--- src/rtl/hazard_forward_unit_pkg.sv ---
// Shared select codes, instruction field positions and the shadow-stage record.
// Imported by the interface-facing top and the forwarding selector.
package hazard_forward_unit_pkg;

   localparam logic [1:0] FWD_REG   = 2'b00;
   localparam logic [1:0] FWD_WB    = 2'b01;
   localparam logic [1:0] FWD_EXMEM = 2'b10;

   localparam int RS_MSB = 25;
   localparam int RS_LSB = 21;
   localparam int RT_MSB = 20;
   localparam int RT_LSB = 16;

   localparam logic [4:0] REG_ZERO = 5'd0;

   typedef struct packed {
      logic [4:0] dest;
      logic       reg_write;
      logic       mem_read;
   } shadow_t;

   localparam shadow_t SHADOW_BUBBLE = '0;

endpackage

--- src/rtl/hazard_forward_unit_if.sv ---
// ID-stage instruction info in, operand selects / pipeline controls / perf counters out.
// master drives ID info (pipeline side), slave is the hazard unit.
interface hazard_forward_unit_if #(parameter int CNT_W = 16);

   logic [31:0]      id_instr;
   logic [4:0]       id_dest;
   logic             id_reg_write;
   logic             id_mem_read;
   logic             id_uses_rt;
   logic             branch_taken;
   logic [1:0]       Forward_A;
   logic [1:0]       Forward_B;
   logic             pc_write;
   logic             if_id_write;
   logic             if_id_flush;
   logic             id_ex_flush;
   logic [CNT_W-1:0] stall_count;
   logic [CNT_W-1:0] flush_count;

   modport master (
      output id_instr, id_dest, id_reg_write, id_mem_read, id_uses_rt, branch_taken,
      input  Forward_A, Forward_B, pc_write, if_id_write, if_id_flush, id_ex_flush,
             stall_count, flush_count
   );

   modport slave (
      input  id_instr, id_dest, id_reg_write, id_mem_read, id_uses_rt, branch_taken,
      output Forward_A, Forward_B, pc_write, if_id_write, if_id_flush, id_ex_flush,
             stall_count, flush_count
   );

endinterface

--- src/rtl/hazard_forward_unit_fwd_select.sv ---
// Combinational operand-source select for one source register; no latency, no backpressure.
// The EX-stage producer is newer than the MEM-stage one, so it takes priority.
module hazard_forward_unit_fwd_select
   import hazard_forward_unit_pkg::*;
(
   input  logic [4:0] src,
   input  logic [4:0] ex_dest,
   input  logic       ex_reg_write,
   input  logic [4:0] mem_dest,
   input  logic       mem_reg_write,
   output logic [1:0] fwd
);

   always_comb begin
      fwd = FWD_REG;
      if (ex_reg_write && (ex_dest != REG_ZERO) && (ex_dest == src)) begin
         fwd = FWD_EXMEM;
      end else if (mem_reg_write && (mem_dest != REG_ZERO) && (mem_dest == src)) begin
         fwd = FWD_WB;
      end
   end

endmodule

--- src/rtl/hazard_forward_unit.sv ---
// Hazard/forwarding unit beside ID/EX: forward codes registered on the ID->EX edge (valid while instr is in EX);
// load-use stalls hold PC and IF/ID for one cycle and insert a bubble; taken branches flush IF/ID unless stalled.
module hazard_forward_unit
   import hazard_forward_unit_pkg::*;
#(
   parameter int CNT_W = 16
) (
   input  logic                 clk,
   input  logic                 reset,
   hazard_forward_unit_if.slave hif
);

   shadow_t          ex_q, ex_d, mem_q, mem_d, wb_q, wb_d;
   logic [1:0]       fwd_a_q, fwd_a_d, fwd_b_q, fwd_b_d;
   logic [1:0]       sel_a, sel_b;
   logic [CNT_W-1:0] stall_cnt_q, stall_cnt_d, flush_cnt_q, flush_cnt_d;
   logic [4:0]       rs, rt;
   logic             stall, flush;
   logic             unused_bits;

   assign rs = hif.id_instr[RS_MSB:RS_LSB];
   assign rt = hif.id_instr[RT_MSB:RT_LSB];

   // Only a load one stage ahead can't be forwarded in time; anything older reaches EX via forwarding.
   assign stall = ex_q.mem_read && (ex_q.dest != REG_ZERO) &&
                  ((ex_q.dest == rs) || (hif.id_uses_rt && (ex_q.dest == rt)));
   assign flush = hif.branch_taken && !stall && reset;

   hazard_forward_unit_fwd_select u_sel_a (
      .src          (rs),
      .ex_dest      (ex_q.dest),
      .ex_reg_write (ex_q.reg_write),
      .mem_dest     (mem_q.dest),
      .mem_reg_write(mem_q.reg_write),
      .fwd          (sel_a)
   );

   hazard_forward_unit_fwd_select u_sel_b (
      .src          (rt),
      .ex_dest      (ex_q.dest),
      .ex_reg_write (ex_q.reg_write),
      .mem_dest     (mem_q.dest),
      .mem_reg_write(mem_q.reg_write),
      .fwd          (sel_b)
   );

   always_comb begin
      ex_d = SHADOW_BUBBLE;
      if (!stall) begin
         ex_d = '{dest: hif.id_dest, reg_write: hif.id_reg_write, mem_read: hif.id_mem_read};
      end
      mem_d   = ex_q;
      wb_d    = mem_q;
      fwd_a_d = stall ? FWD_REG : sel_a;
      fwd_b_d = stall ? FWD_REG : sel_b;

      stall_cnt_d = stall_cnt_q;
      if (stall && (stall_cnt_q != {CNT_W{1'b1}})) begin
         stall_cnt_d = stall_cnt_q + CNT_W'(1);
      end
      flush_cnt_d = flush_cnt_q;
      if (flush && (flush_cnt_q != {CNT_W{1'b1}})) begin
         flush_cnt_d = flush_cnt_q + CNT_W'(1);
      end
   end

   always_ff @(posedge clk) begin
      if (!reset) begin
         ex_q        <= SHADOW_BUBBLE;
         mem_q       <= SHADOW_BUBBLE;
         wb_q        <= SHADOW_BUBBLE;
         fwd_a_q     <= FWD_REG;
         fwd_b_q     <= FWD_REG;
         stall_cnt_q <= '0;
         flush_cnt_q <= '0;
      end else begin
         ex_q        <= ex_d;
         mem_q       <= mem_d;
         wb_q        <= wb_d;
         fwd_a_q     <= fwd_a_d;
         fwd_b_q     <= fwd_b_d;
         stall_cnt_q <= stall_cnt_d;
         flush_cnt_q <= flush_cnt_d;
      end
   end

   // WB shadow and the non-register instruction fields are carried but not consumed here.
   assign unused_bits = ^{hif.id_instr[31:26], hif.id_instr[15:0], wb_q, mem_q.mem_read};

   assign hif.Forward_A   = fwd_a_q;
   assign hif.Forward_B   = fwd_b_q;
   assign hif.pc_write    = !stall;
   assign hif.if_id_write = !stall;
   assign hif.id_ex_flush = stall;
   assign hif.if_id_flush = flush;
   assign hif.stall_count = stall_cnt_q;
   assign hif.flush_count = flush_cnt_q;

endmodule

--- src/flat_wrapper.sv ---
// flat-port wrapper written by rule: the top's interface ports become plain ports
module hazard_forward_unit_flat import hazard_forward_unit_pkg::*;
#(
   parameter int CNT_W = 16
)
  (clk, reset, hif_id_instr, hif_id_dest, hif_id_reg_write, hif_id_mem_read, hif_id_uses_rt, hif_branch_taken, hif_Forward_A, hif_Forward_B, hif_pc_write, hif_if_id_write, hif_if_id_flush, hif_id_ex_flush, hif_stall_count, hif_flush_count);
  hazard_forward_unit_if #(.CNT_W(CNT_W)) hif_i ();
  input  logic clk;
  input  logic reset;
  input wire logic [$bits(hif_i.id_instr)-1:0] hif_id_instr;
  input wire logic [$bits(hif_i.id_dest)-1:0] hif_id_dest;
  input wire logic [$bits(hif_i.id_reg_write)-1:0] hif_id_reg_write;
  input wire logic [$bits(hif_i.id_mem_read)-1:0] hif_id_mem_read;
  input wire logic [$bits(hif_i.id_uses_rt)-1:0] hif_id_uses_rt;
  input wire logic [$bits(hif_i.branch_taken)-1:0] hif_branch_taken;
  output wire logic [$bits(hif_i.Forward_A)-1:0] hif_Forward_A;
  output wire logic [$bits(hif_i.Forward_B)-1:0] hif_Forward_B;
  output wire logic [$bits(hif_i.pc_write)-1:0] hif_pc_write;
  output wire logic [$bits(hif_i.if_id_write)-1:0] hif_if_id_write;
  output wire logic [$bits(hif_i.if_id_flush)-1:0] hif_if_id_flush;
  output wire logic [$bits(hif_i.id_ex_flush)-1:0] hif_id_ex_flush;
  output wire logic [$bits(hif_i.stall_count)-1:0] hif_stall_count;
  output wire logic [$bits(hif_i.flush_count)-1:0] hif_flush_count;
  assign hif_i.id_instr = hif_id_instr;
  assign hif_i.id_dest = hif_id_dest;
  assign hif_i.id_reg_write = hif_id_reg_write;
  assign hif_i.id_mem_read = hif_id_mem_read;
  assign hif_i.id_uses_rt = hif_id_uses_rt;
  assign hif_i.branch_taken = hif_branch_taken;
  assign hif_Forward_A = hif_i.Forward_A;
  assign hif_Forward_B = hif_i.Forward_B;
  assign hif_pc_write = hif_i.pc_write;
  assign hif_if_id_write = hif_i.if_id_write;
  assign hif_if_id_flush = hif_i.if_id_flush;
  assign hif_id_ex_flush = hif_i.id_ex_flush;
  assign hif_stall_count = hif_i.stall_count;
  assign hif_flush_count = hif_i.flush_count;
  hazard_forward_unit #(.CNT_W(CNT_W)) u_core (.clk(clk), .reset(reset), .hif(hif_i));
endmodule
--- config.mk ---
export PLATFORM = sky130hd
export DESIGN_NAME = hazard_forward_unit_flat
export DESIGN_NICKNAME = d
export VERILOG_FILES = /design/src/rtl/hazard_forward_unit_pkg.sv /design/src/rtl/hazard_forward_unit_if.sv /design/src/rtl/hazard_forward_unit_fwd_select.sv /design/src/rtl/hazard_forward_unit.sv /design/src/flat_wrapper.sv
export SDC_FILE = /design/constraint.sdc
export NUM_CORES = 1
export LEC_CHECK = 0
export ABC_AREA = 0
export CAP_MARGIN = 20
export CORE_MARGIN = 2
export CORE_UTILIZATION = 50
export DETAILED_ROUTE_END_ITERATION = 8
export PLACE_DENSITY = 0.89
export SLEW_MARGIN = 20
export SYNTH_ARGS = -nofsm -noshare
export SYNTH_HDL_FRONTEND = slang
export SYNTH_HIERARCHICAL = 1
export SYNTH_SLANG_ARGS = --single-unit
--- constraint.sdc ---
create_clock -name clk -period 3.56 [get_ports clk]
set_input_delay 0.534 -clock clk [delete_from_list [all_inputs] [get_ports clk]]
set_output_delay 0.534 -clock clk [all_outputs]
set_load 0.03 [all_outputs]
==> results of run 1 <==
## kinds of logic after synthesis
group | count (synthesis)
flip-flops | 49
AO/OA/AOI/OAI | 39
XOR/XNOR | 32
AND/OR/NAND/NOR | 137
buffers and inverters | 17
multiplexers | 13
adder cells (fa/ha/maj) | 2
## final timing paths
check	slack (ns)	cells after the start	to
setup / recovery	0.22	7	hif_pc_write
hold / removal	0.48	2	u_core/hif.flush_count[10]$_SDFFE_PN0P_
hold reg to reg	0.48	2	u_core/hif.flush_count[10]$_SDFFE_PN0P_
setup reg to reg	1.06	7	u_core/hif.stall_count[14]$_SDFFE_PN0P_
## flip-flops by register name (all words and copies together), names as in the netlist
register and cells:
u_core/hif.Forward_A 2, u_core/hif.stall_count 16, u_core/mem_q 6, u_core/hif.Forward_B 2, u_core/ex_q 7, u_core/hif.flush_count 16
## per-stage QoR
step,util,cell area [um^2]
final,0.6839,3294
after global routing,0.6839,3294
after CTS,0.6839,3294
after detailed placement,0.6629,3193
after global placement,0.6629,3193
after floorplan,-,2550
## worst min-delay path, cell delays in order, from the launching register on
cell and delay, ns:
dfxtp_1 0.33, nand2_1 0.06, mux2i_1 0.05
## final cells by class
cell class | count | area share
clock buffers | 7 | 0.02924
clock inverters | 1 | 0.001519
flip-flops and latches | 49 | 0.2978
well taps | 67 | 0.02545
inverters | 6 | 0.006836
repair buffers | 62 | 0.1861
multi-input cells | 223 | 0.4531
## routing by layer
metal / up-vias / part of all wire / track usage
li1: 1158 / - / -
met1: 1107 / 0.43 / 0.2794
met2: 88 / 0.49 / 0.3845
met3: 11 / 0.065 / 0.05159
met4: 0 / 0.013 / 0.06433
met5: - / 0 / 0
## layout by cell type (no fill, tap or decap), types with 2 or more instances in the layout
cell type	count
or4_1	5
and3_1	13
clkbuf_8	7
buf_4	3
xnor2_1	23
and4_1	2
o21ai_0	4
a21oi_1	12
nor2_1	14
nand3_1	16
nor3_2	2
nor3_1	11
xor2_1	9
or3_1	4
nand2b_1	9
o21a_1	2
a211oi_2	2
o31ai_1	5
dfxtp_1	49
mux2i_1	13
inv_1	4
nand2_1	32
nand4_1	11
ha_1	2
nor4_1	5
clkdlybuf4s50_1	59
o41ai_2	2
and2_1	6
## power groups by stage
stage,sequential (mW),combinational [mW],clock [mW]
2_1_floorplan,0.588,0.0695,0
3_3_place_gp,0.587,0.118,0
3_5_place_dp,0.587,0.122,0
4_1_cts,0.574,0.123,0.363
5_1_grt,0.577,0.133,0.387
6_report,0.575,0.124,0.359
==> run_results.csv, run 1 <==
group,metric,value,unit
placed_design,port-buffer-count,60,
critical_path,cp_cell_sequence,"clkdlybuf4s50_1 > xnor2_1 > nand4_1 > o22a_1 > nor2_4 > inv_2 > clkdlybuf4s50_1",
floorplanning,fp.dieW,75.42,um
clocking,postCtsHoldBufs,0,
floorplanning,start_util,0.5294,
synthesis,yosysMostFrequentCell,"dfxtp_1",
routing,wirelength,6.214,mm
routing,dr_total_vias,2364,
critical_path,cp_data_arrival_time,2.81,ns
critical_path,endpoint_kind,"output port",
synthesis,synth-seq-cells,49,
grt,grt_pass1_wl,9.846,mm
critical_path,startpoint,"hif_id_instr[17]",
critical_path,path_class,"input port to output port",
floorplanning,io_pins,83,
timing,hold_slack,0.4796,ns
synthesis,synth_cell_type_count,51,
synthesis,syn_inst,289,
worst_hold_path,hold_class,"flop to flop",
synthesis,synthSimpleGateAreaFrac,0.2949,
grt,grt_usage,0.2233,
power_and_ir_drop,p_per_area,320.9,nW/um^2
synthesis,synth_compound_area_frac,0.1197,
finish,nNetsFinal,392,
power_and_ir_drop,p_int,0.7943,mW
floorplanning,core_area,4817,um^2
timing,slew_headroom,0.6629,
floorplanning,placementRows,25,
timing,period_needed,3.344,ns
clocking,cts_max_level,2,
synthesis,yosys.area_share.adder,0.009814,
clocking,insertion_delay,0.31,ns
power_and_ir_drop,p_leak,1.164,nW
critical_path,r2r_start,"u_core/ex_q[2]$_SDFF_PP0_",
finish,final-seq-area,980.9,um^2
timing,timing.final.ws_setup,0.2164,ns
critical_path,critPathMaxFanout,16,
power_and_ir_drop,p_sw,0.2630,mW
clocking,postCtsResizedCells,0,
timing,setup_tns,0,ns
placed_design,pre_cts_ws,0.2148,ns
routing,antenna_left,0,
power_and_ir_drop,max-vdd-ir-drop,227.5,uV
synthesis,synth_area_leaders,"dfxtp_1 38%, xnor2_1 7.9%, mux2i_1 5.1%",
routing,routed_via_density,5.696,
finish,multi_input_area,1493,um^2
finish,diodes,0,
routing,drt_iter0_drc,202,
timing,period_share,0.9392,
power_and_ir_drop,p_sw_frac,0.2488,
synthesis,ys_warn_count,6,
placed_design,dpl.hpwl,4.415,mm
routing,drc_errors,0,
job,drv_cap,0,
clocking,cts_tree,"yes",
power_and_ir_drop,clkPwrFrac,0.340,
clocking,clockRootBuffer,"clkbuf_8",
synthesis,synth_xor_area_frac,0.1099,
floorplanning,die_h,75.42,um
power_and_ir_drop,combPwrFrac,0.117,
synthesis,muxShareOfSynthArea,0.05103,
synthesis,yosysSeqAreaShare,0.3847,
placed_design,place_congestion,0.8408,
finish,fill_cells,396,
synthesis,synthTopCellsByCount,"49 x dfxtp_1, 32 x nand2_1, 23 x xnor2_1",
critical_path,crit_buf_inv,3,
timing,drv_slew,0,
timing,setup_viol_count_final,0,
synthesis,synth-edff-count,0,
placed_design,dp.cells,407,
finish,layoutNonFillerInstCount,415,
synthesis,synthesis.area,2550,um^2
clocking,post_cts_buffers,0,
synthesis,synth_top_family_by_area,"simple AND/OR/NAND/NOR gates",
grt,antenna_found_initial,0,
power_and_ir_drop,finalPower,1.057,mW
timing,fin_skew,0.008676,ns
synthesis,ys.flop_type,"dfxtp_1",
clocking,clock-sinks,49,
clocking,clkTransAtPathRegs,0.09,ns
synthesis,synth_nets,334,
routing,dr.pass1.iters,4,
floorplanning,dieArea,5687,um^2
critical_path,path_delay_family,"buffers and inverters",
grt,grt_max_degree,44,
critical_path,startpoint_type,"input port",
worst_hold_path,hold_start,"u_core/hif.flush_count[10]$_SDFFE_PN0P_",
power_and_ir_drop,p_seq_frac,0.543,
critical_path,critPathSlowestCell,"clkdlybuf4s50_1",
critical_path,slowest_delay,0.63,ns
timing,fmax,0.2991,GHz
timing,hold_violations,0,
routing,wl_per_cell,14.97,um
synthesis,synth_top_area_frac,0.3847,
critical_path,crit_top_cell,"clkdlybuf4s50_1",
synthesis,synth_top_area_cell,"dfxtp_1",
grt,gr-total-overflow,0,
synthesis,async_flop_share,0,
status,outcome,"finished clean",
timing,worst_pin_slew,0.5050,ns
clocking,cts_made_buffers,5,
finish,syn_to_final_growth,29.20,%
timing,rsz0062_at_grt,"no",
clocking,cts_buffer_depth,2,
grt,grt_pass1_vias,2161,
critical_path,worstPathRequired,3.03,ns
synthesis,avgSynthCellArea,8.823,um^2
finish,drive_above_1_share,0.07184,
(Power assumes the default switching activity.)
==> run 2, diff against run 1 <==
--- a/config.mk
+++ b/config.mk
@@ -6,8 +6,7 @@
 export NUM_CORES = 1
 export LEC_CHECK = 0
 export ABC_AREA = 0
-export CAP_MARGIN = 20
-export CORE_MARGIN = 2
+export CAP_MARGIN = 10
 export CORE_UTILIZATION = 50
 export DETAILED_ROUTE_END_ITERATION = 8
 export PLACE_DENSITY = 0.89
==> run 2 against run 1 <==
  * Register-to-register slack improved by 0.02 ns
  * Via count fell by 1.1%
  * Routed wire length fell by 1.5%
  * Fmax fell by 0.51%
  * Total power fell by 1.5%
  * Final area did not move
  * Global-route usage rose by 1.1 points
  * Largest power group unchanged
  * Hold slack improved by 0.011 ns
  * Critical path depth did not move
  * Critical path type unchanged
==> run_results.csv, run 2 (synthesized netlist as in run 1, its figures left out) <==
group,metric,value,unit
power_and_ir_drop,max-vdd-ir-drop,179.6,uV
timing,fmax,0.2976,GHz
finish,nNetsFinal,393,
routing,wirelength,6.118,mm
placed_design,place_congestion,0.8789,
critical_path,cp_cell_sequence,"clkdlybuf4s50_1 > xnor2_1 > nand3_1 > o22a_1 > nor2_4 > inv_2 > clkdlybuf4s50_1",
power_and_ir_drop,p_sw_frac,0.2692,
floorplanning,dieArea,5390,um^2
clocking,postCtsResizedCells,0,
routing,antenna_left,0,
critical_path,endpoint_kind,"output port",
routing,dr.pass1.iters,4,
floorplanning,fp.dieW,73.42,um
routing,drc_errors,0,
finish,syn_to_final_growth,29.20,%
critical_path,startpoint_type,"input port",
clocking,insertion_delay,0.31,ns
critical_path,path_class,"input port to output port",
timing,setup_tns,0,ns
power_and_ir_drop,p_leak,1.159,nW
timing,fin_skew,0.006088,ns
power_and_ir_drop,p_int,0.7613,mW
floorplanning,die_h,73.42,um
routing,drt_iter0_drc,131,
clocking,cts_buffer_depth,2,
clocking,clockRootBuffer,"clkbuf_8",
worst_hold_path,hold_start,"u_core/hif.stall_count[13]$_SDFFE_PN0P_",
finish,drive_above_1_share,0.07450,
timing,setup_viol_count_final,0,
timing,slew_headroom,0.5120,
timing,worst_pin_slew,0.7296,ns
critical_path,worstPathRequired,3.03,ns
job,drv_cap,0,
critical_path,critPathMaxFanout,16,
clocking,post_cts_buffers,0,
floorplanning,io_pins,83,
clocking,clock-sinks,49,
grt,gr-total-overflow,0,
placed_design,dpl.hpwl,4.370,mm
floorplanning,start_util,0.5294,
finish,most-common-layout-cells,"59 x clkdlybuf4s50_1, 49 x dfxtp_1, 32 x nand2_1",
clocking,cts_made_buffers,5,
floorplanning,placementRows,25,
worst_hold_path,hold_class,"flop to flop",
finish,diodes,0,
finish,utilization,0.6839,
critical_path,crit_buf_inv,3,
floorplanning,core_area,4817,um^2
critical_path,cp_data_arrival_time,2.83,ns
critical_path,crit_top_cell,"clkdlybuf4s50_1",
critical_path,path_delay_family,"buffers and inverters",
timing,hold_violations,0,
status,outcome,"finished clean",
grt,antenna_found_initial,0,
timing,rsz0062_at_grt,"no",
timing,drv_slew,0,
routing,routed_via_density,5.623,
grt,grt_pass1_vias,2121,
power_and_ir_drop,p_sw,0.2804,mW
grt,grt_pass1_wl,9.729,mm
critical_path,slowest_delay,0.63,ns
power_and_ir_drop,p_per_area,316.2,nW/um^2
power_and_ir_drop,combPwrFrac,0.120,
grt,grt_usage,0.2342,
placed_design,port-buffer-count,60,
routing,dr_total_vias,2339,
finish,mostFrequentLayoutCell,"clkdlybuf4s50_1",
clocking,cts_tree,"yes",
timing,timing.final.ws_setup,0.1993,ns
critical_path,critPathSlowestCell,"clkdlybuf4s50_1",
critical_path,startpoint,"hif_id_instr[25]",
clocking,cts_max_level,2,
clocking,postCtsHoldBufs,0,
critical_path,r2r_start,"u_core/ex_q[2]$_SDFF_PP0_",
power_and_ir_drop,p_seq_frac,0.552,
timing,period_needed,3.361,ns
power_and_ir_drop,finalPower,1.042,mW
clocking,clkTransAtPathRegs,0.09,ns
power_and_ir_drop,clkPwrFrac,0.328,
grt,grt_max_degree,26,
timing,period_share,0.9440,
routing,wl_per_cell,14.71,um
placed_design,pre_cts_ws,0.2202,ns
-- run 2: routing by layer --
layer	wire length, um	global-route usage	vias to the layer above	part of all wire
met5	0	0	-	0
met1	2719	0.2992	1101	0.44
met2	3028	0.3981	71	0.49
met3	292	0.03978	10	0.048
li1	-	-	1157	-
met4	77	0.08333	0	0.013
-- run 2: final cells by class --
| cell class | instances | area, um^2 |
|---|---|---|
| tap | 67 | 83.83 |
| sequential | 49 | 980.9 |
| clock inverter | 3 | 25.02 |
| inverter | 6 | 22.52 |
| timing repair buffer | 63 | 620.6 |
| fill | 401 | 1523 |
| multi-input combinational | 223 | 1493 |
| clock buffer | 5 | 68.82 |
-- run 2: final timing paths --
path	endpoint	slack, ns	cells past startpoint
worst max register to register	u_core/hif.stall_count[14]$_SDFFE_PN0P_	1.08	7
worst min-delay path	u_core/hif.stall_count[13]$_SDFFE_PN0P_	0.49	2
worst max-delay path	hif_if_id_write	0.20	7
worst min register to register	u_core/hif.stall_count[13]$_SDFFE_PN0P_	0.49	2
-- run 2: power by group through the flow --
| stage | logic, mW | registers [mW] | clock network [mW] |
|---|---|---|---|
| 3_5_place_dp | 0.123 | 0.588 | 0 |
| 5_1_grt | 0.134 | 0.577 | 0.367 |
| 2_1_floorplan | 0.0695 | 0.588 | 0 |
| 6_report | 0.125 | 0.575 | 0.341 |
| 4_1_cts | 0.124 | 0.575 | 0.346 |
| 3_3_place_gp | 0.119 | 0.587 | 0 |
-- run 2: metrics by stage --
stage | instance area [um^2] | hold WS, ns | cells
after floorplan | 2550 | 0.4564 | 289
after global placement | 3201 | 0.4682 | 408
after detailed placement | 3201 | 0.4702 | 408
after CTS | 3294 | 0.4914 | 416
after global routing | 3294 | 0.5195 | 416
final | 3294 | 0.4903 | 416
-- run 2: worst min-delay path, cell delays in order, from the launching register on --
cell	delay (ns)
dfxtp_1	0.34
nand2_1	0.06
mux2i_1	0.05
==> run 3, diff against run 2 <==
--- a/config.mk
+++ b/config.mk
@@ -5,9 +5,9 @@
 export SDC_FILE = /design/constraint.sdc
 export NUM_CORES = 1
 export LEC_CHECK = 0
-export ABC_AREA = 0
+export ABC_AREA = 1
 export CAP_MARGIN = 10
-export CORE_UTILIZATION = 50
+export CORE_UTILIZATION = 53
 export DETAILED_ROUTE_END_ITERATION = 8
 export PLACE_DENSITY = 0.89
 export SLEW_MARGIN = 20
==> run 3 against run 2 <==
  * Total power shrank 0.18%
  * Routed wire length grew 21%
  * Largest power group unchanged
  * Count of clock-buffer cells in the layout is the same
  * Via count grew 39%
  * Global-route usage grew 1.1 points
  * Area after synthesis grew 22%
==> run_results.csv, run 3 <==
group,metric,value,unit
synthesis,yosysMostFrequentCell,"nand2_1",
synthesis,yosys.area_share.adder,0.008042,
synthesis,synthSimpleGateAreaFrac,0.4001,
job,drv_cap,0,
clocking,cts_max_level,2,
routing,routed_via_density,5.051,
finish,multi_input_area,1660,um^2
synthesis,avgSynthCellArea,6.089,um^2
synthesis,synth-seq-cells,49,
power_and_ir_drop,p_per_area,269.8,nW/um^2
floorplanning,placementRows,27,
synthesis,syn_inst,511,
critical_path,critPathSlowestCell,"clkdlybuf4s50_1",
clocking,clockRootBuffer,"clkbuf_8",
routing,dr.pass1.iters,4,
timing,hold_violations,0,
clocking,postCtsResizedCells,0,
critical_path,cp_data_arrival_time,2.60,ns
critical_path,r2r_cells,11,
clocking,cts_tree,"yes",
floorplanning,fp.dieW,78.63,um
finish,nNetsFinal,616,
critical_path,critPathMaxFanout,5,
synthesis,async_flop_share,0,
timing,setup_tns,0,ns
routing,dr_total_vias,3253,
finish,syn_to_final_growth,23.84,%
critical_path,crit_top_cell,"nand2_1",
clocking,post_cts_buffers,0,
clocking,clkTransAtPathRegs,0.08,ns
synthesis,synth_compound_area_frac,0.08886,
critical_path,timing.rr.end,"u_core/hif.stall_count[11]$_SDFFE_PN0P_",
worst_hold_path,hold_class,"flop to flop",
finish,final-seq-area,980.9,um^2
routing,wirelength,7.387,mm
routing,wl_per_cell,11.47,um
critical_path,worstPathRequired,3.03,ns
synthesis,ys_warn_count,6,
routing,antenna_left,0,
synthesis,synth_xor_area_frac,0.03659,
clocking,insertion_delay,0.30,ns
grt,grt_usage,0.2448,
critical_path,critical_path.endpoint,"hif_id_ex_flush",
timing,period_share,0.8800,
power_and_ir_drop,finalPower,1.040,mW
critical_path,r2r_start,"u_core/ex_q[5]$_SDFF_PP0_",
timing,period_needed,3.133,ns
finish,mostFrequentLayoutCell,"nand2_1",
placed_design,port-buffer-count,60,
placed_design,place_congestion,0.8777,
synthesis,synth_top_area_cell,"dfxtp_1",
clocking,clock-sinks,49,
critical_path,slowest_delay,0.70,ns
synthesis,synth_area_leaders,"dfxtp_1 32%, nand2_1 17%, inv_1 12%",
synthesis,synth_cell_type_count,30,
finish,fill_cells,483,
synthesis,synth-edff-count,0,
critical_path,regToRegSetupSlack,1.24,ns
floorplanning,start_util,0.5582,
critical_path,startpoint_type,"input port",
power_and_ir_drop,p_leak,1.763,nW
timing,fin_skew,0.01028,ns
finish,most-common-layout-cells,"137 x nand2_1, 101 x inv_1, 75 x nor2_1",
critical_path,startpoint,"hif_id_instr[24]",
synthesis,synth_top_family_by_area,"simple AND/OR/NAND/NOR gates",
clocking,postCtsHoldBufs,0,
clocking,cts_buffer_depth,2,
floorplanning,dieArea,6182,um^2
floorplanning,io_pins,83,
synthesis,ys.flop_type,"dfxtp_1",
timing,fmax,0.3192,GHz
status,outcome,"finished clean",
grt,grt_pass1_wl,12.32,mm
synthesis,muxShareOfSynthArea,0,
timing,rsz0062_at_grt,"no",
synthesis,yosysSeqAreaShare,0.3152,
synthesis,synth_top_area_frac,0.3152,
routing,drc_errors,0,
placed_design,dpl.hpwl,5.481,mm
grt,grt_max_degree,36,
clocking,cts_made_buffers,5,
floorplanning,core_area,5574,um^2
power_and_ir_drop,max-vdd-ir-drop,174.8,uV
finish,diodes,0,
critical_path,cp_cell_sequence,"clkdlybuf4s50_1 > inv_1 > nand2_1 > nand2_1 > nor2_1 > nand3_1 > nand2_1 > nand2_1 > inv_1 > clkdlybuf4s50_1",
timing,drv_slew,0,
synthesis,synthTopCellsByCount,"137 x nand2_1, 101 x inv_1, 75 x nor2_1",
critical_path,path_class,"input port to output port",
grt,gr-total-overflow,0,
critical_path,endpoint_kind,"output port",
grt,antenna_found_initial,0,
synthesis,synthesis.area,3112,um^2
routing,drt_iter0_drc,182,
timing,slew_headroom,0.5222,
floorplanning,die_h,78.63,um
synthesis,synth_nets,556,
timing,setup_viol_count_final,0,
timing,worst_pin_slew,0.7102,ns
grt,grt_pass1_vias,3032,
finish,drive_above_1_share,0.08217,
[run 3: layout make-up]
cell class | instances | share of cell area
clock buffers | 5 | 0.01786
well taps | 72 | 0.02338
clock inverters | 3 | 0.005519
inverters | 107 | 0.1042
multi-input cells | 344 | 0.4308
repair buffers | 64 | 0.1636
flip-flops and latches | 49 | 0.2545
[run 3: power breakdown]
| group | leakage (nW) | internal (mW) | switching (mW) | total, mW |
|---|---|---|---|---|
| logic | 1.32 | 0.0581 | 0.0806 | 0.139 |
| registers | 0.398 | 0.558 | 0.0145 | 0.573 |
| clock network | 0.0445 | 0.140 | 0.189 | 0.329 |
| total | 1.76 | 0.756 | 0.284 | 1.04 |
[run 3: cell families (layout without fill, tap and decap cells)]
group                      after synthesis  after routing
adders and majority gates                2              2
and+or+nand+nor                        282            282
AOI/OAI and AO/OA                       47             47
buffers and inverters                  118            179
DFF                                     49             49
xor gates and xnor gates                13             13
[run 3: stage by stage]
stage          hold slack (ns)  utilization  instances  instance area [um^2]  setup slack (ns)
5_1_grt                 0.4991       0.6914        644                  3854            0.2229
2_1_floorplan           0.4296            -        511                  3112             1.666
3_5_place_dp            0.4497       0.6752        636                  3764            0.4419
3_3_place_gp            0.4480       0.6752        636                  3764            0.4768
6_report                0.4615       0.6914        644                  3854            0.4272
4_1_cts                 0.4631       0.6914        644                  3854            0.4278
[run 3: how the worst min path moves through the flow]
| stage | slack (ns) | startpoint | to | cells past startpoint |
|---|---|---|---|---|
| floorplan | 0.43 | u_core/ex_q[1]$_SDFF_PP0_ | u_core/mem_q[1]$_SDFF_PN0_ | 2 |
| CTS | 0.46 | u_core/ex_q[1]$_SDFF_PP0_ | u_core/mem_q[1]$_SDFF_PN0_ | 2 |
| global route | 0.50 | u_core/ex_q[1]$_SDFF_PP0_ | u_core/mem_q[1]$_SDFF_PN0_ | 2 |
| global placement | 0.45 | u_core/ex_q[1]$_SDFF_PP0_ | u_core/mem_q[1]$_SDFF_PN0_ | 2 |
| detailed placement | 0.45 | u_core/ex_q[1]$_SDFF_PP0_ | u_core/mem_q[1]$_SDFF_PN0_ | 2 |
| finish | 0.46 | u_core/ex_q[1]$_SDFF_PP0_ | u_core/mem_q[1]$_SDFF_PN0_ | 2 |
[run 3: per-layer routing]
layer / part of all wire / wire, um / GRT usage / vias up
met1: 0.43 / 3168 / 0.2777 / 1464
met4: 0.019 / 144 / 0.09259 / 0
met3: 0.052 / 381 / 0.03721 / 18
li1: - / - / - / 1667
met5: 0 / 0 / 0 / -
met2: 0.50 / 3693 / 0.4548 / 104
[run 3: worst max-delay path: cells and delay by family]
family                 cells  cell delay (ns)
buffers and inverters      4             1.56
AND/OR/NAND/NOR            6             0.51
